<file path="config.mk">
export PLATFORM = sky130hd
export DESIGN_NAME = mul_iter
export DESIGN_NICKNAME = d
export VERILOG_FILES = /design/src/rtl/mul_iter.sv
export SDC_FILE = /design/constraint.sdc
export NUM_CORES = 1
export LEC_CHECK = 0
export ABC_AREA = 1
export CAP_MARGIN = 0
export CORE_ASPECT_RATIO = 0.8
export CORE_MARGIN = 5
export CORE_UTILIZATION = 48
export CTS_CLUSTER_SIZE = 40
export DETAILED_ROUTE_END_ITERATION = 10
export HOLD_SLACK_MARGIN = 0.06
export PLACE_DENSITY = 0.74
export SLEW_MARGIN = 20
export SYNTH_ARGS = -nofsm -noshare
export SYNTH_HDL_FRONTEND = slang
export SYNTH_SLANG_ARGS = --single-unit
export TNS_END_PERCENT = 20
</file>
<file path="constraint.sdc">
create_clock -name clk -period 2.62 [get_ports clk]
set_input_delay 0.786 -clock clk [delete_from_list [all_inputs] [get_ports clk]]
set_output_delay 0.786 -clock clk [all_outputs]
set_load 0.05 [all_outputs]
</file>
<file path="src/rtl/mul_iter.sv">
// Iterative shift-add multiplier retiring BITS_PER_CYCLE multiplier bits per cycle.
// Operands are converted to magnitudes at capture and the sign is restored on the final iteration.
module mul_iter #(
   parameter int WIDTH          = 8,
   parameter int BITS_PER_CYCLE = 1,
   parameter int RESULT_WIDTH   = 2 * WIDTH
) (
   input  logic                    clk,
   input  logic                    rst_n,
   input  logic                    flush,
   input  logic                    in_valid,
   output logic                    in_ready,
   input  logic [WIDTH-1:0]        A,
   input  logic [WIDTH-1:0]        B,
   input  logic                    a_signed,
   input  logic                    b_signed,
   output logic                    out_valid,
   input  logic                    out_ready,
   output logic [RESULT_WIDTH-1:0] mul_result
);

   localparam int ITER = WIDTH / BITS_PER_CYCLE;
   localparam int CW   = $clog2(ITER + 1);
   localparam int PW   = 2 * WIDTH;
   localparam int FW   = (RESULT_WIDTH > PW) ? RESULT_WIDTH : PW;

   if (WIDTH < 2 || !(BITS_PER_CYCLE inside {1, 2, 4}) || (WIDTH % BITS_PER_CYCLE) != 0)
   begin : g_bad_params
      $error("mul_iter: illegal WIDTH/BITS_PER_CYCLE combination");
   end

   typedef enum logic [1:0] {IDLE, BUSY, DONE} state_t;

   state_t                  state, state_nxt;
   logic [PW-1:0]           mcand;
   logic [PW-1:0]           acc;
   logic [PW-1:0]           acc_nxt;
   logic [WIDTH-1:0]        mplier;
   logic [CW-1:0]           iter;
   logic                    res_neg;
   logic [RESULT_WIDTH-1:0] result;
   logic                    a_neg, b_neg;
   logic [WIDTH-1:0]        mag_a, mag_b;
   logic [FW-1:0]           mag_w, signed_w;
   logic                    last;

   always_comb begin
      a_neg    = a_signed & A[WIDTH-1];
      b_neg    = b_signed & B[WIDTH-1];
      mag_a    = a_neg ? (~A + WIDTH'(1)) : A;
      mag_b    = b_neg ? (~B + WIDTH'(1)) : B;
      acc_nxt  = acc + mcand * PW'(mplier[BITS_PER_CYCLE-1:0]);
      last     = (iter == CW'(1));
      // Negate at the wider of product/result width so a wide RESULT_WIDTH is sign-extended correctly
      mag_w    = FW'(acc_nxt);
      signed_w = res_neg ? (~mag_w + FW'(1)) : mag_w;
   end

   always_ff @(posedge clk or negedge rst_n) begin
      if (!rst_n) state <= IDLE;
      else        state <= state_nxt;
   end

   always_comb begin
      state_nxt = state;
      in_ready  = 1'b0;
      out_valid = 1'b0;
      case (state)
         IDLE: begin
            in_ready = 1'b1;
            if (in_valid) state_nxt = BUSY;
         end
         BUSY: begin
            if (last) state_nxt = DONE;
         end
         DONE: begin
            out_valid = 1'b1;
            if (out_ready) state_nxt = IDLE;
         end
         default: state_nxt = IDLE;
      endcase
      if (flush) state_nxt = IDLE;
   end

   always_ff @(posedge clk or negedge rst_n) begin
      if (!rst_n) begin
         mcand   <= '0;
         acc     <= '0;
         mplier  <= '0;
         iter    <= '0;
         res_neg <= 1'b0;
         result  <= '0;
      end else if (flush) begin
         mcand   <= '0;
         acc     <= '0;
         mplier  <= '0;
         iter    <= '0;
         res_neg <= 1'b0;
         result  <= '0;
      end else begin
         case (state)
            IDLE: begin
               if (in_valid) begin
                  mcand   <= PW'(mag_a);
                  mplier  <= mag_b;
                  acc     <= '0;
                  iter    <= CW'(ITER);
                  res_neg <= a_neg ^ b_neg;
               end
            end
            BUSY: begin
               acc    <= acc_nxt;
               mcand  <= mcand << BITS_PER_CYCLE;
               mplier <= mplier >> BITS_PER_CYCLE;
               iter   <= iter - CW'(1);
               if (last) result <= signed_w[RESULT_WIDTH-1:0];
            end
            default: ;
         endcase
      end
   end

   assign mul_result = result;

endmodule

</file>
## Word level (Yosys, flattened, before mapping)

Cells that the tools add are included.

- Flip-flop bits (word level): 63
- Bits in latches: 0
- ROM bits: 0
- Word-level logic and storage cells: 63
- RAM bits: 0
- Output and inout port bits: 18
- Memories kept: 0

- Bitwise operators: 6
- Muxes and demuxes: 28
- $add $sub $neg: 5
- Eq/ne operators: 6
- Multiply operators: 1
- $lt $le $gt $ge: 0
- Divide/modulo/power cells: 0
- Reductions and logical operators: 10
- Shift operators: 0

Operator list:

| cell | number |
|---|---|
| $mux W16 | 8 |
| $pmux W16 S2 | 2 |
| $mux W8 | 4 |
| $add A16 B1 Y16 const B | 1 |
| $add A16 B16 Y16 | 1 |
| $add A8 B1 Y8 const B | 2 |
| $mul A16 B1 Y16 | 1 |
| $not A16 Y16 | 1 |
| $not A8 Y8 | 2 |
| $pmux W8 S2 | 1 |
| $ne A3 B3 Y1 const B | 3 |
| $mux W2 | 4 |
| $mux W4 | 2 |
| $pmux W4 S2 | 1 |
| $reduce_bool A2 Y1 | 4 |
| $pmux W2 S3 | 1 |
| $reduce_and A2 Y1 | 3 |
| $mux W1 | 5 |
| $eq A4 B1 Y1 const B | 1 |
| $sub A4 B1 Y4 const B | 1 |
| $reduce_and A3 Y1 | 1 |
| $reduce_bool A3 Y1 | 1 |
| $and A1 B1 Y1 | 2 |
| $eq A2 B1 Y1 const B | 1 |
| other kinds (3) | 3 |

## Logic depth before layout (Yosys ltp)

- Word-level depth: 8
- Depth in mapped cells: 22
- Depth with buffers taken out: 20

## Worst setup path before layout

Ideal clock, no wire load.

- Path kind: reg-to-reg
- From: register mplier[0]
- To: register result[14] (netlist: mul_result[14])
- Stages on the path, launching flop included: 18
- Clock period less this slack: 2623 ps
- Data arrival time: 2506 ps
- Slack: -3 ps
- Path buffers: 2
- Cells stage by stage: dfrtp_1 clkbuf_1 clkbuf_1 nand2_1 inv_1 ha_1 fa_1 inv_1 ha_1 nand3_2 nor2_2 nand3_2 nor2_4 nand2_1 nand2_1 nand2_1 nand3_1 nand2_1

- Cells in the longest elaborated chain, start to end: 8

Ends and longest elaborated chain:

| item | line | RTL |
|---|---|---|
| from (decl) | 38 | `logic [WIDTH-1:0] mplier;` |
| from (signal assigned) | 105 | `mplier <= mag_b;` |
| from (signal assigned) | 114 | `mplier <= mplier >> BITS_PER_CYCLE;` |
| $mul A16 B1 Y16 (*) | 52 | `acc_nxt = acc + mcand * PW'(mplier[BITS_PER_CYCLE-1:0]);` |
| $add A16 B16 Y16 (*) | 52 |  |
| $not A16 Y16 | 56 | `signed_w = res_neg ? (~mag_w + FW'(1)) : mag_w;` |
| $add A16 B1 Y16 | 56 |  |
| $mux W16 (*) | 56 |  |
| $mux W16 (*) | 116 | `if (last) result <= signed_w[RESULT_WIDTH-1:0];` |
| $mux W16 (*) | 101 | `case (state)` |
| $mux W16 (*) | 93 | `end else if (flush) begin` |
| to (signal assigned) | 116 |  |
| to (decl) | 41 | `logic [RESULT_WIDTH-1:0] result;` |

Mark *: on every way between the ends. The rest lies on a longest branch, timed or not. The select of a mux whose other input is x is not followed.
A chain may end at the register's enable or synchronous reset.

## Worst setup path in the final report

- From: register state[1]
- To: output out_valid

- Cells in the longest elaborated chain, start to end: 2

Ends and longest elaborated chain:

| item | line | RTL |
|---|---|---|
| from (decl) | 34 | `state_t state, state_nxt;` |
| from (signal assigned) | 61 | `else state <= state_nxt;` |
| $eq A2 B2 Y1 | 68 | `case (state)` |
| $mux W1 | 68 |  |
| to (decl) | 17 | `output logic out_valid,` |

Every way passes these cells.

==> qor.txt <==
Status: completed
Global-route usage over all layers: 0.229
#FFs+latches synth: 63
Post-route ant nets: 0
Number of library cell types mapped by synthesis: 38
Clock power frac: 0.436
DR iter-0 viols: 350
Hold path depth: 2
Fill cell count: 775
Post-route cell area: 5450 um^2
H-Tree Depth: 3
Logic pwr share: 0.193
Pin slew with the least headroom to its limit: 0.682 ns
Seq/Total Area, Yosys: 0.363
Final setup fails: 0
Critical Path Max Stage Delay: 0.81 ns
Total internal power: 2.09 mW
Syn Inst Count: 618
Drt drc: 0
Fin Setup TNS: 0 ns
Worst min path class: flop to flop
Flop pwr share: 0.372
Hold Path End: mul_result[3]
Worst r2r src: mplier[0]
Slew Viols, Final: 0
Sw Ratio: 0.282
CTS Sinks: 63
Syn avg cell area: 7.04 um^2
Clock Tree Root: clkbuf_16
Placed Cells: 773
Hold Vio Cnt, Final: 0
Critical path arrival: 1.70 ns
Finished Layout Cells: 791
Vias: 4308
Net Count, Synth: 662
Unrepaired setup endpoints after global routing: true
R2r endpoint: mul_result[14]
Min cycle time layout: 2.49 ns
Vias in the first global route: 4234
N_diodes: 0
Core area: 8960 um^2
Die height: 95.1 um
WS Path Type: flop to output port
GPL Wtd Cong: 0.906
Reg clk slew, reported paths: 0.05 ns
CP max stage cell: clkdlybuf4s50_1
CP endpoint kind: output port
I/O pin count: 41
TritonCTS clock tree: built
First-pass GRT wire length: 19800 um
Area of the multi-input gates: 2510 um^2
Slew margin rel.: 0.545
Sw Pwr: 0.821 mW
Chip Width: 116 um
CTS Buf Count: 9
Pwr Density: 533 nW/um^2
Layout cells sized above 1: 0.136
Cell Area, Synth: 4350 um^2
Final setup skew: 0.00710 ns
Cell Rows: 31
Detailed Route WL: 12000 um
Hold Crit Start: mul_result[3]
Largest net degree at the start of global routing: 28
CP startpoint kind: flop
Drt wl/cell: 15.1 um
Placement Cell Area: 4940 um^2
Max FO, Critical Path: 3
Grt total ovfl: 0
Register area: 1580 um^2
Vias per cell: 5.45
Max_cap viols: 0
Worst R2R Setup Slack: 0.15 ns
Die area: 11100 um^2
Worst-Skew Late Latency: 0.33 ns
Worst reg2reg path depth: 18
Initial antenna violation count: 0
Post-detail-place hpwl: 8780 um
Clock Path Buffers: 2
Peak VDD IR: 0.374 mV
Starting Density: 0.485
Yosys warnings: 0
Fmax: 402 MHz
Worst-path cell chain: inv_1 > nor2_1 > clkdlybuf4s50_1
Leakage: 2.81 nW
Nets: 716
CP required: 1.83 ns
First-pass DRT Iterations: 4
Final core utilization: 0.609
Layout area overhead: 25.4%
Tcrit/Tclk final: 0.948
Port Buf Inserts: 40
[cells in the final DEF (no fill, tap or decap), types with 3 or more instances in the layout]
master | synthesis | final
o21ai_0 | 40 | 40
xor2_1 | 10 | 10
nand4_1 | 5 | 5
nand3b_1 | 4 | 4
ha_4 | 0 | 9
nor2_4 | 3 | 5
ha_1 | 20 | 9
dfrtp_1 | 63 | 63
clkdlybuf4s50_1 | 0 | 38
o22ai_1 | 9 | 9
buf_4 | 1 | 17
inv_2 | 3 | 3
nor3_1 | 6 | 5
a22oi_1 | 4 | 4
nor2_2 | 4 | 4
nand3_2 | 6 | 6
a21oi_1 | 37 | 34
nand2_1 | 170 | 166
a32o_1 | 3 | 3
nand2_4 | 2 | 4
nor2_1 | 45 | 43
a21o_1 | 3 | 3
nand3_1 | 38 | 38
inv_1 | 93 | 93
clkbuf_16 | 0 | 9
a21oi_2 | 0 | 3
nand2_2 | 17 | 19
[registers in the layout, indices dropped and copies added, names as in the netlist]
| signal | flops |
|---|---|
| acc | 16 |
| mcand | 16 |
| mul_result | 16 |
| mplier | 8 |
| iter | 4 |
| state | 2 |
| res_neg | 1 |
[critical path, delay by kind of cell (launching register included)]
family	cells	cell delay, ns
AND/OR/NAND/NOR	1	0.09
flip-flops	1	0.38
buffers and inverters	2	0.90
[per-layer routing]
metal / part of all wire / vias to the layer above / track usage
met5: 0 / - / 0
met4: 0.019 / 0 / 0.0580
met3: 0.071 / 25 / 0.0501
met2: 0.46 / 160 / 0.363
met1: 0.45 / 2030 / 0.318
li1: - / 2093 / -
[synthesized netlist by cell type (all sizes together)]
| cell | instances | area share |
|---|---|---|
| nor3 | 7 | 0.0092 |
| a21boi | 1 | 0.0017 |
| clkinv | 2 | 0.0017 |
| nand3b | 4 | 0.0069 |
| xor2 | 10 | 0.020 |
| clkbuf | 10 | 0.0086 |
| a21oi | 37 | 0.043 |
| a31oi | 1 | 0.0014 |
| a32o | 3 | 0.0069 |
| nand4 | 5 | 0.0072 |
| ha | 20 | 0.058 |
| a22o | 2 | 0.0040 |
| a21o | 3 | 0.0052 |
| o22ai | 9 | 0.013 |
| dfrtp | 63 | 0.36 |
| nand2 | 189 | 0.18 |
| o21ai | 42 | 0.048 |
| inv | 96 | 0.083 |
| o41ai | 1 | 0.0020 |
| buf | 5 | 0.0078 |
| and2 | 1 | 0.0014 |
| fa | 1 | 0.0046 |
| o31ai | 2 | 0.0035 |
| nand3 | 44 | 0.058 |
| xnor2 | 2 | 0.0040 |
| o21bai | 2 | 0.0035 |
| a22oi | 4 | 0.0069 |
| nor2 | 52 | 0.052 |
[worst max-delay path by stage]
stage,from,end,slack [ns],depth (start not counted)
6_report,state[1],out_valid,0.13,3
4_1_cts,state[1],in_ready,0.04,2
3_5_place_dp,mplier[0],mul_result[14],0.12,18
2_1_floorplan,mplier[0],mul_result[14],0.04,20
5_1_grt,mplier[0],mul_result[15],-0.09,18
3_3_place_gp,mplier[0],mul_result[15],0.17,16
[logic make-up (layout without fill, tap and decap cells)]
group                      count (synthesis)  count (layout)  synth area share
DFF                                       63              63             0.363
and+or+nand+nor                          302             302             0.311
xor gates and xnor gates                  12              12            0.0242
buffers and inverters                    113             171             0.101
adders and majority gates                 21              21            0.0622
AOI/OAI and AO/OA                        107             107             0.139
[cell type report]
cell class                 count  area share
clock buffer                  11      0.0445
tap                          115      0.0264
timing repair buffer          58       0.100
inverter                      98      0.0674
clock inverter                 4      0.0128
multi-input combinational    442       0.460
sequential                    63       0.289
[what timing repair did]
item | in CTS | in global routing
setup endpoints to repair | 0 | 11
setup buffers | 0 | 3
hold buffers | 0 | 0
resized for setup | 0 | 35
[stage by stage]
| stage | worst slack, ns | total power [mW] | hold WS (ns) |
|---|---|---|---|
| final | 0.135 | 2.91 | 0.479 |
| after global routing | -0.0877 | 3.04 | 0.509 |
| after CTS | 0.0430 | 2.90 | 0.486 |
| after detailed placement | 0.117 | 1.63 | 0.466 |
| after global placement | 0.172 | 1.61 | 0.465 |
| after floorplan | 0.0416 | 1.44 | 0.453 |
[power groups by stage]
stage	clock network, mW	logic [mW]	registers [mW]
3_5_place_dp	0	0.533	1.10
6_report	1.27	0.561	1.08
4_1_cts	1.28	0.537	1.08
5_1_grt	1.32	0.627	1.09
2_1_floorplan	0	0.351	1.09
3_3_place_gp	0	0.516	1.09
No activity file was read; power rests on OpenSTA's default activity.
